<file path="src/rtl/path_delay_monitor.sv">
// Launch/capture monitor: toggles the drive into a path under test, times the
// synchronized response in clock cycles and flags out-of-tolerance, timeout or stuck paths.
module path_delay_monitor #(
    parameter int CNT_W       = 16,
    parameter int TIMEOUT     = 1000,
    parameter int SETTLE      = 16,
    parameter int SYNC_STAGES = 2,
    parameter bit INVERT      = 1'b1
) (
    input  logic             clk,
    input  logic             rst,
    input  logic             start,
    input  logic [CNT_W-1:0] ref_cnt,
    input  logic [CNT_W-1:0] tol,
    output logic             path_in,
    input  logic             path_out,
    output logic             busy,
    output logic             done,
    output logic [CNT_W-1:0] delay_cnt,
    output logic             timeout,
    output logic             stuck,
    output logic             alarm
);

    typedef enum logic [1:0] {IDLE, PREP, MEASURE, DONE} state_t;

    localparam logic [CNT_W-1:0] TIMEOUT_C     = CNT_W'(TIMEOUT);
    localparam logic [CNT_W-1:0] SETTLE_LAST_C = CNT_W'(SETTLE - 1);

    state_t                 state_q, state_d;
    logic [CNT_W-1:0]       cnt_q, cnt_d;
    logic [CNT_W-1:0]       ref_q, ref_d;
    logic [CNT_W-1:0]       tol_q, tol_d;
    logic [CNT_W-1:0]       delay_q, delay_d;
    logic                   path_in_q, path_in_d;
    logic                   busy_q, busy_d;
    logic                   done_q, done_d;
    logic                   timeout_q, timeout_d;
    logic                   stuck_q, stuck_d;
    logic                   alarm_q, alarm_d;
    logic [SYNC_STAGES-1:0] sync_q;

    logic             s_out;
    logic             level_ok;
    logic [CNT_W-1:0] meas;
    logic [CNT_W:0]   upper_lim;
    logic [CNT_W:0]   meas_plus_tol;
    logic             out_of_tol;

    // path_out is asynchronous to clk, so it crosses a plain flop chain first
    for (genvar gi = 0; gi < SYNC_STAGES; gi++) begin : g_sync
        always_ff @(posedge clk) begin
            if (rst) begin
                sync_q[gi] <= 1'b0;
            end else if (gi == 0) begin
                sync_q[gi] <= path_out;
            end else begin
                sync_q[gi] <= sync_q[(gi == 0) ? 0 : gi-1];
            end
        end
    end

    assign s_out    = sync_q[SYNC_STAGES-1];
    assign level_ok = (s_out == (path_in_q ^ INVERT));

    // One extra bit on both sums so ref+tol and delay+tol never wrap
    assign meas          = level_ok ? cnt_q : TIMEOUT_C;
    assign upper_lim     = {1'b0, ref_q} + {1'b0, tol_q};
    assign meas_plus_tol = {1'b0, meas} + {1'b0, tol_q};
    assign out_of_tol    = ({1'b0, meas} > upper_lim) || (meas_plus_tol < {1'b0, ref_q});

    always_comb begin
        state_d   = state_q;
        cnt_d     = cnt_q;
        ref_d     = ref_q;
        tol_d     = tol_q;
        delay_d   = delay_q;
        path_in_d = path_in_q;
        busy_d    = busy_q;
        done_d    = 1'b0;
        timeout_d = timeout_q;
        stuck_d   = stuck_q;
        alarm_d   = alarm_q;
        case (state_q)
            IDLE: begin
                if (start) begin
                    ref_d   = ref_cnt;
                    tol_d   = tol;
                    cnt_d   = '0;
                    busy_d  = 1'b1;
                    state_d = PREP;
                end
            end
            PREP: begin
                if (cnt_q == SETTLE_LAST_C) begin
                    if (!level_ok) begin
                        stuck_d   = 1'b1;
                        timeout_d = 1'b0;
                        alarm_d   = 1'b1;
                        delay_d   = '0;
                        done_d    = 1'b1;
                        busy_d    = 1'b0;
                        state_d   = DONE;
                    end else begin
                        path_in_d = ~path_in_q;
                        cnt_d     = '0;
                        state_d   = MEASURE;
                    end
                end else begin
                    cnt_d = cnt_q + 1'b1;
                end
            end
            MEASURE: begin
                // cnt_q already holds the cycles elapsed since launch, excluding this one
                if (level_ok || (cnt_q == TIMEOUT_C)) begin
                    delay_d   = meas;
                    timeout_d = !level_ok;
                    stuck_d   = 1'b0;
                    alarm_d   = !level_ok || out_of_tol;
                    done_d    = 1'b1;
                    busy_d    = 1'b0;
                    state_d   = DONE;
                end else begin
                    cnt_d = cnt_q + 1'b1;
                end
            end
            DONE: begin
                state_d = IDLE;
            end
            default: begin
                state_d = IDLE;
            end
        endcase
    end

    always_ff @(posedge clk) begin
        if (rst) begin
            state_q   <= IDLE;
            cnt_q     <= '0;
            ref_q     <= '0;
            tol_q     <= '0;
            delay_q   <= '0;
            path_in_q <= 1'b0;
            busy_q    <= 1'b0;
            done_q    <= 1'b0;
            timeout_q <= 1'b0;
            stuck_q   <= 1'b0;
            alarm_q   <= 1'b0;
        end else begin
            state_q   <= state_d;
            cnt_q     <= cnt_d;
            ref_q     <= ref_d;
            tol_q     <= tol_d;
            delay_q   <= delay_d;
            path_in_q <= path_in_d;
            busy_q    <= busy_d;
            done_q    <= done_d;
            timeout_q <= timeout_d;
            stuck_q   <= stuck_d;
            alarm_q   <= alarm_d;
        end
    end

    assign path_in   = path_in_q;
    assign busy      = busy_q;
    assign done      = done_q;
    assign delay_cnt = delay_q;
    assign timeout   = timeout_q;
    assign stuck     = stuck_q;
    assign alarm     = alarm_q;

endmodule

</file>
<file path="config.mk">
export PLATFORM = sky130hd
export DESIGN_NAME = path_delay_monitor
export DESIGN_NICKNAME = d
export VERILOG_FILES = /design/src/rtl/path_delay_monitor.sv
export SDC_FILE = /design/constraint.sdc
export NUM_CORES = 1
export LEC_CHECK = 0
export BUFFER_PORTS_ARGS = -buffer_cell sky130_fd_sc_hd__buf_2
export CAP_MARGIN = 30
export CORE_MARGIN = 1
export CORE_UTILIZATION = 45
export CTS_CLUSTER_DIAMETER = 30
export DETAILED_ROUTE_END_ITERATION = 10
export MAX_ROUTING_LAYER = met4
export PLACE_DENSITY = 0.6
export SYNTH_ARGS = -nofsm -noshare
export SYNTH_HDL_FRONTEND = slang
export SYNTH_SLANG_ARGS = --single-unit
</file>
<file path="constraint.sdc">
create_clock -name clk -period 4.8 [get_ports clk]
set_input_delay 0.24 -clock clk [delete_from_list [all_inputs] [get_ports clk]]
set_output_delay 0.24 -clock clk [all_outputs]
set_load 0.02 [all_outputs]
</file>
=== After elaboration in Yosys (flattened, before gate mapping) ===
Index checks and enable logic that the tools add are counted.
W data, S select, Z words.

* Bits in registers: 74
* Input bits: 36
* Output and inout port bits: 22

* Add/sub/neg operators: 3
* $lt $le $gt $ge: 2
* Eq/ne operators: 12
* Muxes and demuxes: 31
* Bitwise gates (word level): 1
* Reductions and logical operators: 13

{| class="wikitable"
|+ Operators by type and width
! cell !! number
|-
| $mux W16 || 8
|-
| $pmux W16 S3 || 1
|-
| $add A16 B16 Y17 || 2
|-
| $pmux W16 S2 || 1
|-
| $gt A16 B17 Y1 || 1
|-
| $lt A17 B16 Y1 || 1
|-
| $add A16 B1 Y16 const B || 1
|-
| $eq A16 B10 Y1 const B || 1
|-
| $eq A16 B4 Y1 const B || 1
|-
| $mux W1 || 12
|-
| $ne A2 B2 Y1 const B || 5
|-
| $pmux W1 S2 || 4
|-
| $pmux W2 S4 || 1
|-
| $reduce_and A4 Y1 || 2
|-
| $mux W2 || 3
|-
| $reduce_and A3 Y1 || 2
|-
| $reduce_and A5 Y1 || 1
|-
| $eq A2 B2 Y1 const B || 2
|-
| $logic_or A1 B1 Y1 || 3
|-
| $ne A3 B3 Y1 const B || 1
|-
| $pmux W1 S3 || 1
|-
| $reduce_bool A3 Y1 || 1
|-
| $eq A2 B1 Y1 const B || 1
|-
| $logic_not A2 Y1 || 1
|-
| other kinds (5) || 5
|}

=== Logic depth before layout (Yosys ltp) ===
Gate-level depths: netlist of run 1.

* Word-level depth: 9
* Gate-level depth with buffers: 19
* Depth with buffers taken out: 18

=== Worst setup path after synthesis of run 1 ===
OpenSTA, ideal clock, no wires.

* Kind: register -> register
* Start point: reg path_in_q (netlist: path_in)
* End point: reg alarm_q (netlist: alarm)
* Setup time: 88 ps
* Arrival: 4,323 ps
* Path slack: 389 ps
* Cell stages (with the launch flop): 20
* Buffers on the path: 2
* Cell sequence: dfxtp_1 -> xor2_1 -> buf_2 -> clkbuf_1 -> nand2b_1 -> ha_1 -> o21ai_0 -> o31ai_1 -> o2111a_1 -> o311ai_2 -> a21oi_2 -> o21ai_0 -> a311o_1 -> ha_1 -> a21oi_1 -> nor2b_1 -> a2111oi_0 -> o31ai_1 -> a2111o_1 -> a311oi_2

* Word-level cells in the longest chain between the ends: 9
* Elaborated cells between the ends (all ways): 15

{| class="wikitable"
|+ Ends and longest elaborated chain
! element !! line !! text
|-
| start: declaration || 35 || <nowiki>logic path_in_q, path_in_d;</nowiki>
|-
| start signal: assignment || 155 || <nowiki>path_in_q <= path_in_d;</nowiki>
|-
| $not A1 Y1 * || - ||
|-
| $eq A1 B1 Y1 * || 64 || <nowiki>assign level_ok = (s_out == (path_in_q ^ INVERT));</nowiki>
|-
| $mux W16 || 67 || <nowiki>assign meas = level_ok ? cnt_q : TIMEOUT_C;</nowiki>
|-
| $add A16 B16 Y17 || 69 || <nowiki>assign meas_plus_tol = {1'b0, meas} + {1'b0, tol_q};</nowiki>
|-
| $lt A17 B16 Y1 || 70 || <nowiki>assign out_of_tol = ({1'b0, meas} > upper_lim) || (meas_plus_tol < {1'b0, ref_q});</nowiki>
|-
| $logic_or A1 B1 Y1 || 70 ||
|-
| $logic_or A1 B1 Y1 || 119 || <nowiki>alarm_d = !level_ok || out_of_tol;</nowiki>
|-
| $mux W1 || 115 || <nowiki>if (level_ok || (cnt_q == TIMEOUT_C)) begin</nowiki>
|-
| $pmux W1 S2 || 84 || <nowiki>case (state_q)</nowiki>
|-
| end signal: assignment || 160 || <nowiki>alarm_q <= alarm_d;</nowiki>
|-
| end: declaration || 40 || <nowiki>logic alarm_q, alarm_d;</nowiki>
|}

Mark *: on every way between the ends. The rest lies on a longest branch, timed or not. The select of a mux whose other input is x is not followed.
A chain may end at the register's enable or synchronous reset.

=== Worst setup path after layout of run 1 ===
Same ends and word-level chain as after synthesis.

==> results by group, run 1 <==
Final layout
  – Multi-input logic area: 0.00364 mm^2
  – Fin util: 53.1%
  – Register area: 0.00148 mm^2
  – Filler cell count: 1125
  – Most common cell after layout, fill and taps aside: nand2_1
  – Most frequent cells in the layout: nand2_1 (89), a21oi_1 (79), dfxtp_1 (72)
  – Area Growth Syn to Fin: 14.3%
  – Antenna fix cells: 0
  – Final Instance Count excl. Fillers: 873
  – Share of post-route cells with drive strength above 1: 13.6%
  – Nets: 831

Global route
  – First-pass GRT wire length: 23.5 mm
  – GR Overflow Total: 0
  – Initial antenna violation count: 0
  – Vias in the first global route: 4764
  – Pin count of the biggest net entering global routing: 37
  – Total GRT Usage: 24.7%

Detailed routing
  – Total wire length: 14.1 mm
  – Pre-Repair DR Iteration Count: 5
  – Vias: 4904
  – Drc violations: 0
  – WL/cell: 16.1 um
  – Routed Antenna Nets: 0
  – Vias per inst: 5.62
  – Initial DRC count: 314

Yosys
  – Post-Synthesis Cells: 674
  – Seq/Total Area, Yosys: 27.7%
  – Mapped Area: 0.00535 mm^2
  – Mux cell area share after synthesis: 0.374%
  – Synth cell types: 67
  – Syn_nets: 780
  – Xor-xnor portion of the synthesized cell area: 5.71%
  – Mean area per synthesized cell: 7.93 um^2
  – Async S/R FF share, synth: 0%
  – Post-synthesis adder-cell area fraction: 16.8%
  – Simple-gate share of the synthesized area: 22.9%
  – Synth warnings: 0
  – Main combinational cell family by area after synthesis: simple AND/OR/NAND/NOR gates
  – Main synth FF type: dfxtp_1
  – EDFF count, synth: 0
  – Synthesis-stage register bit count: 74
  – Compound-Gate Fraction of Synth Area: 21.8%

Timing
  – Setup TNS Final: 0 ns
  – Setup violators final: 0
  – Post-route setup slack: 0.297 ns
  – Final Cycle Share: 93.8%
  – Fmax: 222 MHz
  – Worst slew pin tran: 0.902 ns
  – Tmin final: 4.50 ns
  – Clock Skews: 0.00913 ns
  – Slew headroom: 39.3%
  – RSZ-0062 raised after global routing: no
  – Final Hold Viols: 0
  – Final Max Tran Viols: 0

CTS
  – H-Tree Depth: 3
  – Max Buffers Root-to-Sink: 2
  – Worst-Skew Late Latency: 0.35 ns
  – Post-CTS Setup Bufs: 0
  – Number of buffers created by CTS: 9
  – Root buffer cell: clkbuf_16
  – Clk slew on worst S/H paths: 0.06 ns
  – CTS tree: built
  – Clock sink total: 74

Critical path
  – CP Class: flop to flop
  – Arrival @ worst endpoint: 4.77 ns
  – Kind of start point of the critical path: flop
  – Maximum net fanout on the critical path: 8
  – Crit path required time: 5.07 ns
  – CP Capture Type: flop

Outcome
  – Run status: finished, final reports clean

Placed design
  – IO buf count: 57
  – Post-DP HPWL: 11.0 mm
  – GPL Wtd Cong: 0.870
  – Placed Cells: 857
  – Pre-CTS setup slack: 0.186 ns

Floorplanning
  – Initial cell density of the core: 46.4%
  – Overall die width: 111 um
  – # IOs: 58
  – Core Footprint: 0.0115 mm^2
  – Die Y: 111 um
  – FP Rows: 39
  – Die Footprint: 0.0123 mm^2

Power
  – Power per cell area: 456 mW/mm^2
  – Power Total: 0.00279 W
  – Worst vdd ir: 0.376 mV
  – Static Leakage: 2.62 nW

Flow run
  – Max-cap violations: 0

Min path
  – Hold Path Class: primary input to flop
## final timing paths
path / end / slack (ns) / cells after the start / from
worst max-delay path: alarm$_SDFFE_PP0P_ / 0.30 / 18 / path_in$_SDFFE_PP0P_
worst min-delay path: sync_q[0]$_SDFF_PP0_ / 0.12 / 2 / path_out
worst max register to register: alarm$_SDFFE_PP0P_ / 0.30 / 18 / path_in$_SDFFE_PP0P_
worst min register to register: s_out$_SDFF_PP0_ / 0.44 / 1 / sync_q[0]$_SDFF_PP0_
## power breakdown
part	switching [W]	internal [W]	total [W]
registers	0.0000853	0.000694	0.000780
logic	0.000769	0.000506	0.00128
clock network	0.000274	0.000457	0.000730
## sequential cells by signal, summed over array words and instances, names as in the netlist, 2 cells and up
name	cells
delay_cnt	16
ref_q	16
tol_q	16
cnt_q	16
state_q	2
## logic make-up (layout without fill, tap and decap cells)
logic type | count (synthesis) | in the layout
buf+inv | 60 | 116
fa+ha+maj | 71 | 71
simple gates | 249 | 249
compound gates | 184 | 184
xor+xnor | 34 | 34
mux | 2 | 2
flops | 74 | 74
## critical path: stages, from the launching register on
cell       delay (ns)
dfxtp_2          0.37
xnor2_4          0.27
nor2_1           0.10
ha_1             0.22
fa_1             0.42
a31oi_1          0.20
o31ai_1          0.14
o2111a_1         0.17
o311ai_2         0.33
a21oi_2          0.14
o2111a_1         0.24
a311o_1          0.32
ha_1             0.30
a21oi_1          0.16
nor2b_1          0.07
a2111oi_1        0.28
o31ai_1          0.13
a2111o_1         0.31
a311oi_2         0.24
## synth_stat cells (2+ instances only)
master / number / area, um^2
a2111oi_0: 3 / 26.3
a21o_1: 16 / 120
a21oi_1: 79 / 395
a22oi_1: 9 / 67.6
a311o_1: 3 / 30.0
a311oi_1: 3 / 26.3
a31oi_1: 8 / 50.1
a41oi_1: 3 / 26.3
and2_1: 10 / 62.6
and3_1: 4 / 25.0
and3_2: 3 / 22.5
buf_2: 3 / 15.0
buf_6: 3 / 33.8
clkbuf_1: 17 / 63.8
dfxtp_1: 74 / 1480
fa_1: 2 / 40.0
ha_1: 68 / 851
inv_1: 36 / 135
mux2i_1: 2 / 20.0
nand2_1: 89 / 334
nand2b_1: 14 / 87.6
nand3_1: 12 / 60.1
nand3b_1: 2 / 15.0
nand4_1: 10 / 62.6
nor2_1: 60 / 225
nor2b_1: 11 / 68.8
nor3_1: 9 / 45.0
nor3b_1: 6 / 45.0
nor4_1: 3 / 18.8
o2111a_1: 3 / 33.8
o211ai_1: 2 / 15.0
o21ai_0: 23 / 115
o21ai_1: 6 / 30.0
o21bai_1: 5 / 37.5
o22ai_1: 2 / 12.5
o31a_1: 2 / 17.5
o31ai_1: 3 / 22.5
or2_2: 2 / 12.5
or3_1: 5 / 31.3
xnor2_1: 22 / 193
xor2_1: 11 / 96.3
## per-stage QoR
| step | instance area, um^2 | hold WS (ns) |
|---|---|---|
| 3_5_place_dp | 5770 | 0.450 |
| 5_1_grt | 6110 | 0.131 |
| 6_report | 6110 | 0.117 |
| 3_3_place_gp | 5740 | 0.428 |
| 4_1_cts | 6090 | 0.113 |
| 2_1_floorplan | 5350 | 0.368 |
## timing repair
action / CTS / global route
endpoints found under the setup margin: 0 / 1
hold buffers: 0 / 0
resized for setup: 0 / 5
## cell type report
type | count | area share [%]
flip-flops and latches | 74 | 24.3
well taps | 143 | 2.93
clock buffers | 10 | 3.75
repair buffers | 63 | 5.73
multi-input cells | 540 | 59.6
inverters | 37 | 2.27
clock inverters | 6 | 1.47
## per-layer routing
| layer | part of all wire [%] | vias to the layer above | GRT usage, % | wire length, um |
|---|---|---|---|---|
| li1 | - | 2504 | - | - |
| met1 | 47 | 2288 | 31.1 | 6670 |
| met2 | 47 | 98 | 40.5 | 6680 |
| met3 | 3.8 | 14 | 4.16 | 534 |
| met4 | 1.3 | 0 | 7.39 | 180 |
| met5 | 0 | - | - | 0 |
(Power assumes the default switching activity.)
==> inputs of run 2 (changes only) <==
--- a/config.mk
+++ b/config.mk
@@ -15,2 +15,3 @@
 export PLACE_DENSITY = 0.6
+export SLEW_MARGIN = 20
 export SYNTH_ARGS = -nofsm -noshare
--- a/constraint.sdc
+++ b/constraint.sdc
@@ -3,2 +3,2 @@
 set_output_delay 0.24 -clock clk [all_outputs]
-set_load 0.02 [all_outputs]
+set_load 0.05 [all_outputs]
==> run 2 against run 1 <==
Largest cell class unchanged; final cell count is 0.11% higher; clock skew fell by 0.00091 ns; combinational power barely moved; clock power decreased by 3%; count of clock-buffer cells in the layout down 1; non-clock buffer count grew 3.
==> results by group, run 2 (same netlist as run 1, synthesis figures left out) <==
Power
  – Power Total: 0.00279 W (about the same)
  – Power per cell area: 455 mW/mm^2 (about the same)
  – Worst vdd ir: 0.303 mV (-19%)
  – Combinational power share: 46.6% (+0.8 points)
  – Static Leakage: 2.62 nW (+0.13%)
  – Internal cell power: 0.00164 W (-0.94%)
  – Sequential power share: 27.9% (about the same)
  – Switch share: 41.1% (+0.58 points)
  – Switching power total: 0.00114 W (+1.5%)
  – Clock network power share: 25.5% (-0.7 points)

Placed design
  – Post-DP HPWL: 10.9 mm (-0.37%)
  – IO buf count: 57 (unchanged)
  – Area post-placement: 0.00576 mm^2 (-0.22%)
  – GPL Wtd Cong: 0.870 (unchanged)
  – Placed Cells: 857 (unchanged)

Critical path
  – Worst R2R End: alarm$_SDFFE_PP0P_
  – FF-to-FF path depth: 18 (unchanged)
  – Levels on crit path: 18 (unchanged)
  – Kind of start point of the critical path: flop
  – CP Capture Type: flop
  – End of the critical path: alarm$_SDFFE_PP0P_
  – Arrival @ worst endpoint: 4.77 ns (about the same)
  – Crit-path cells: xnor2_4, nor2_1, ha_1, fa_1, a31oi_1, o31ai_1, o2111a_1, o311ai_2, a21oi_2, o2111a_1, a311o_1, ha_1, a21oi_1, nor2b_1, a2111oi_0, o31ai_1, a2111o_1, a311oi_2
  – CP Launch Point: path_in$_SDFFE_PP0P_
  – CP peak stage delay: 0.45 ns (+0.03 ns)
  – Crit path required time: 5.06 ns (about the same)
  – Top delay family on crit path: compound AO/OA/AOI/OAI gates
  – Worst-path cell with the longest stage delay: dfxtp_2
  – Maximum net fanout on the critical path: 6 (-2)
  – CP Class: flop to flop
  – Crit path buf inv count: 0 (unchanged)
  – FF-to-FF Start: path_in$_SDFFE_PP0P_
  – Reg2reg setup slack: 0.29 ns (about the same)

Final layout
  – Most frequent cells in the layout: nand2_1 (89), a21oi_1 (79), dfxtp_1 (72)
  – Antenna fix cells: 0 (unchanged)
  – Final non-filler cell area: 0.00612 mm^2 (+0.12%)
  – Area Growth Syn to Fin: 14.4%
  – Multi-input logic area: 0.00365 mm^2 (+0.28%)
  – Filler cell count: 1161 (+3.2%)
  – Share of post-route cells with drive strength above 1: 13.8% (+0.26 points)
  – Final Instance Count excl. Fillers: 874 (+0.11%)
  – Nets: 834 (+0.36%)
  – Register area: 0.00148 mm^2 (unchanged)
  – Most common cell after layout, fill and taps aside: nand2_1
  – Fin util: 53.1% (+0.065 points)

Global route
  – Vias in the first global route: 4746 (-0.38%)
  – GR Overflow Total: 0 (unchanged)
  – First-pass GRT wire length: 23.3 mm (-1.1%)
  – Total GRT Usage: 24.8% (+0.064 points)
  – Pin count of the biggest net entering global routing: 37 (unchanged)
  – Initial antenna violation count: 0 (unchanged)

CTS
  – CTS tree: built
  – Post-cts hold buffer count: 0 (unchanged)
  – H-Tree Depth: 3 (unchanged)
  – Number of buffers created by CTS: 9 (unchanged)
  – Clk slew on worst S/H paths: 0.06 ns (about the same)
  – Max Buffers Root-to-Sink: 2 (unchanged)
  – Worst-Skew Late Latency: 0.35 ns (about the same)
  – Root buffer cell: clkbuf_16
  – Clock sink total: 74 (unchanged)

Detailed routing
  – Routed Antenna Nets: 0 (unchanged)
  – Drc violations: 0 (unchanged)
  – WL/cell: 16.0 um (-0.81%)
  – Vias: 4842 (-1.3%)
  – Total wire length: 14.0 mm (-0.70%)
  – Vias per inst: 5.54 (-1.4%)
  – Initial DRC count: 217 (-31%)
  – Pre-Repair DR Iteration Count: 4 (-1)

Floorplanning
  – Initial cell density of the core: 46.4% (unchanged)
  – Core Footprint: 0.0115 mm^2 (unchanged)
  – FP Rows: 39 (unchanged)
  – Die Footprint: 0.0123 mm^2 (unchanged)
  – Die Y: 111 um (unchanged)
  – # IOs: 58 (unchanged)
  – Overall die width: 111 um (unchanged)

Flow run
  – Max-cap violations: 0 (unchanged)

Min path
  – Hold Path Class: primary input to flop
  – Hold Path Cell Cnt: 2 (unchanged)

Timing
  – Final Cycle Share: 93.9% (+0.10 points)
  – Slew headroom: 39.4% (+0.15 points)
  – Setup violators final: 0 (unchanged)
  – Worst slew pin tran: 0.904 ns (+0.00122 ns)
  – RSZ-0062 raised after global routing: no
  – Setup TNS Final: 0 ns (unchanged)
  – Final Max Tran Viols: 0 (unchanged)
  – Final Hold Viols: 0 (unchanged)
  – Clock Skews: 0.00822 ns (-0.000906 ns)
  – Fmax: 222 MHz (-0.11%)
  – Tmin final: 4.51 ns (+0.00482 ns)

Outcome
  – Run status: finished, final reports clean
==> run 2: what timing repair did <==
| action | 4_1_cts | 5_1_grt |
|---|---|---|
| setup endpoints to repair | 0 | 1 |
| gates resized for setup | 0 | 5 |
| setup buffers | 0 | 3 |
==> run 2: metal layers <==
metal	global-route usage, %	part of all wire, %	vias to the layer above	wire, um
li1	-	-	2511	-
met1	31.7	47	2224	6570
met2	39.2	47	91	6550
met3	4.98	4.5	16	633
met4	7.75	1.5	0	211
met5	-	0	-	0
==> run 2: area by class of cell <==
| class | instances | area share (%) |
|---|---|---|
| clock buffers | 9 | 3.68 |
| well taps | 143 | 2.92 |
| multi-input cells | 540 | 59.7 |
| repair buffers | 66 | 5.89 |
| flip-flops and latches | 74 | 24.3 |
| clock inverters | 5 | 1.33 |
| inverters | 37 | 2.27 |
==> run 2: worst min path at each step <==
| stage | startpoint | endpoint |
|---|---|---|
| finish | path_out | sync_q[0]$_SDFF_PP0_ |
| global route | path_out | sync_q[0]$_SDFF_PP0_ |
| CTS | path_out | sync_q[0]$_SDFF_PP0_ |
| detailed placement | sync_q[0]$_SDFF_PP0_ | s_out$_SDFF_PP0_ |
| global placement | sync_q[0]$_SDFF_PP0_ | s_out$_SDFF_PP0_ |
| floorplan | path_out | sync_q[0]$_SDFF_PP0_ |
==> run 2: through the flow <==
| stage | hold WS, ns | setup slack (ns) |
|---|---|---|
| final | 0.103 | 0.292 |
| after global routing | 0.106 | 0.0810 |
| after CTS | 0.0936 | 0.159 |
| after detailed placement | 0.451 | 0.172 |
| after global placement | 0.428 | 0.361 |
| after floorplan | 0.368 | 0.178 |
==> run 2: power groups by stage <==
stage	clock [W]	combinational (W)	sequential (W)
after global placement	0	0.00125	0.000791
after detailed placement	0	0.00128	0.000794
after floorplan	0	0.000944	0.000814
final	0.000710	0.00130	0.000779
after CTS	0.000729	0.00130	0.000781
after global routing	0.000757	0.00147	0.000789
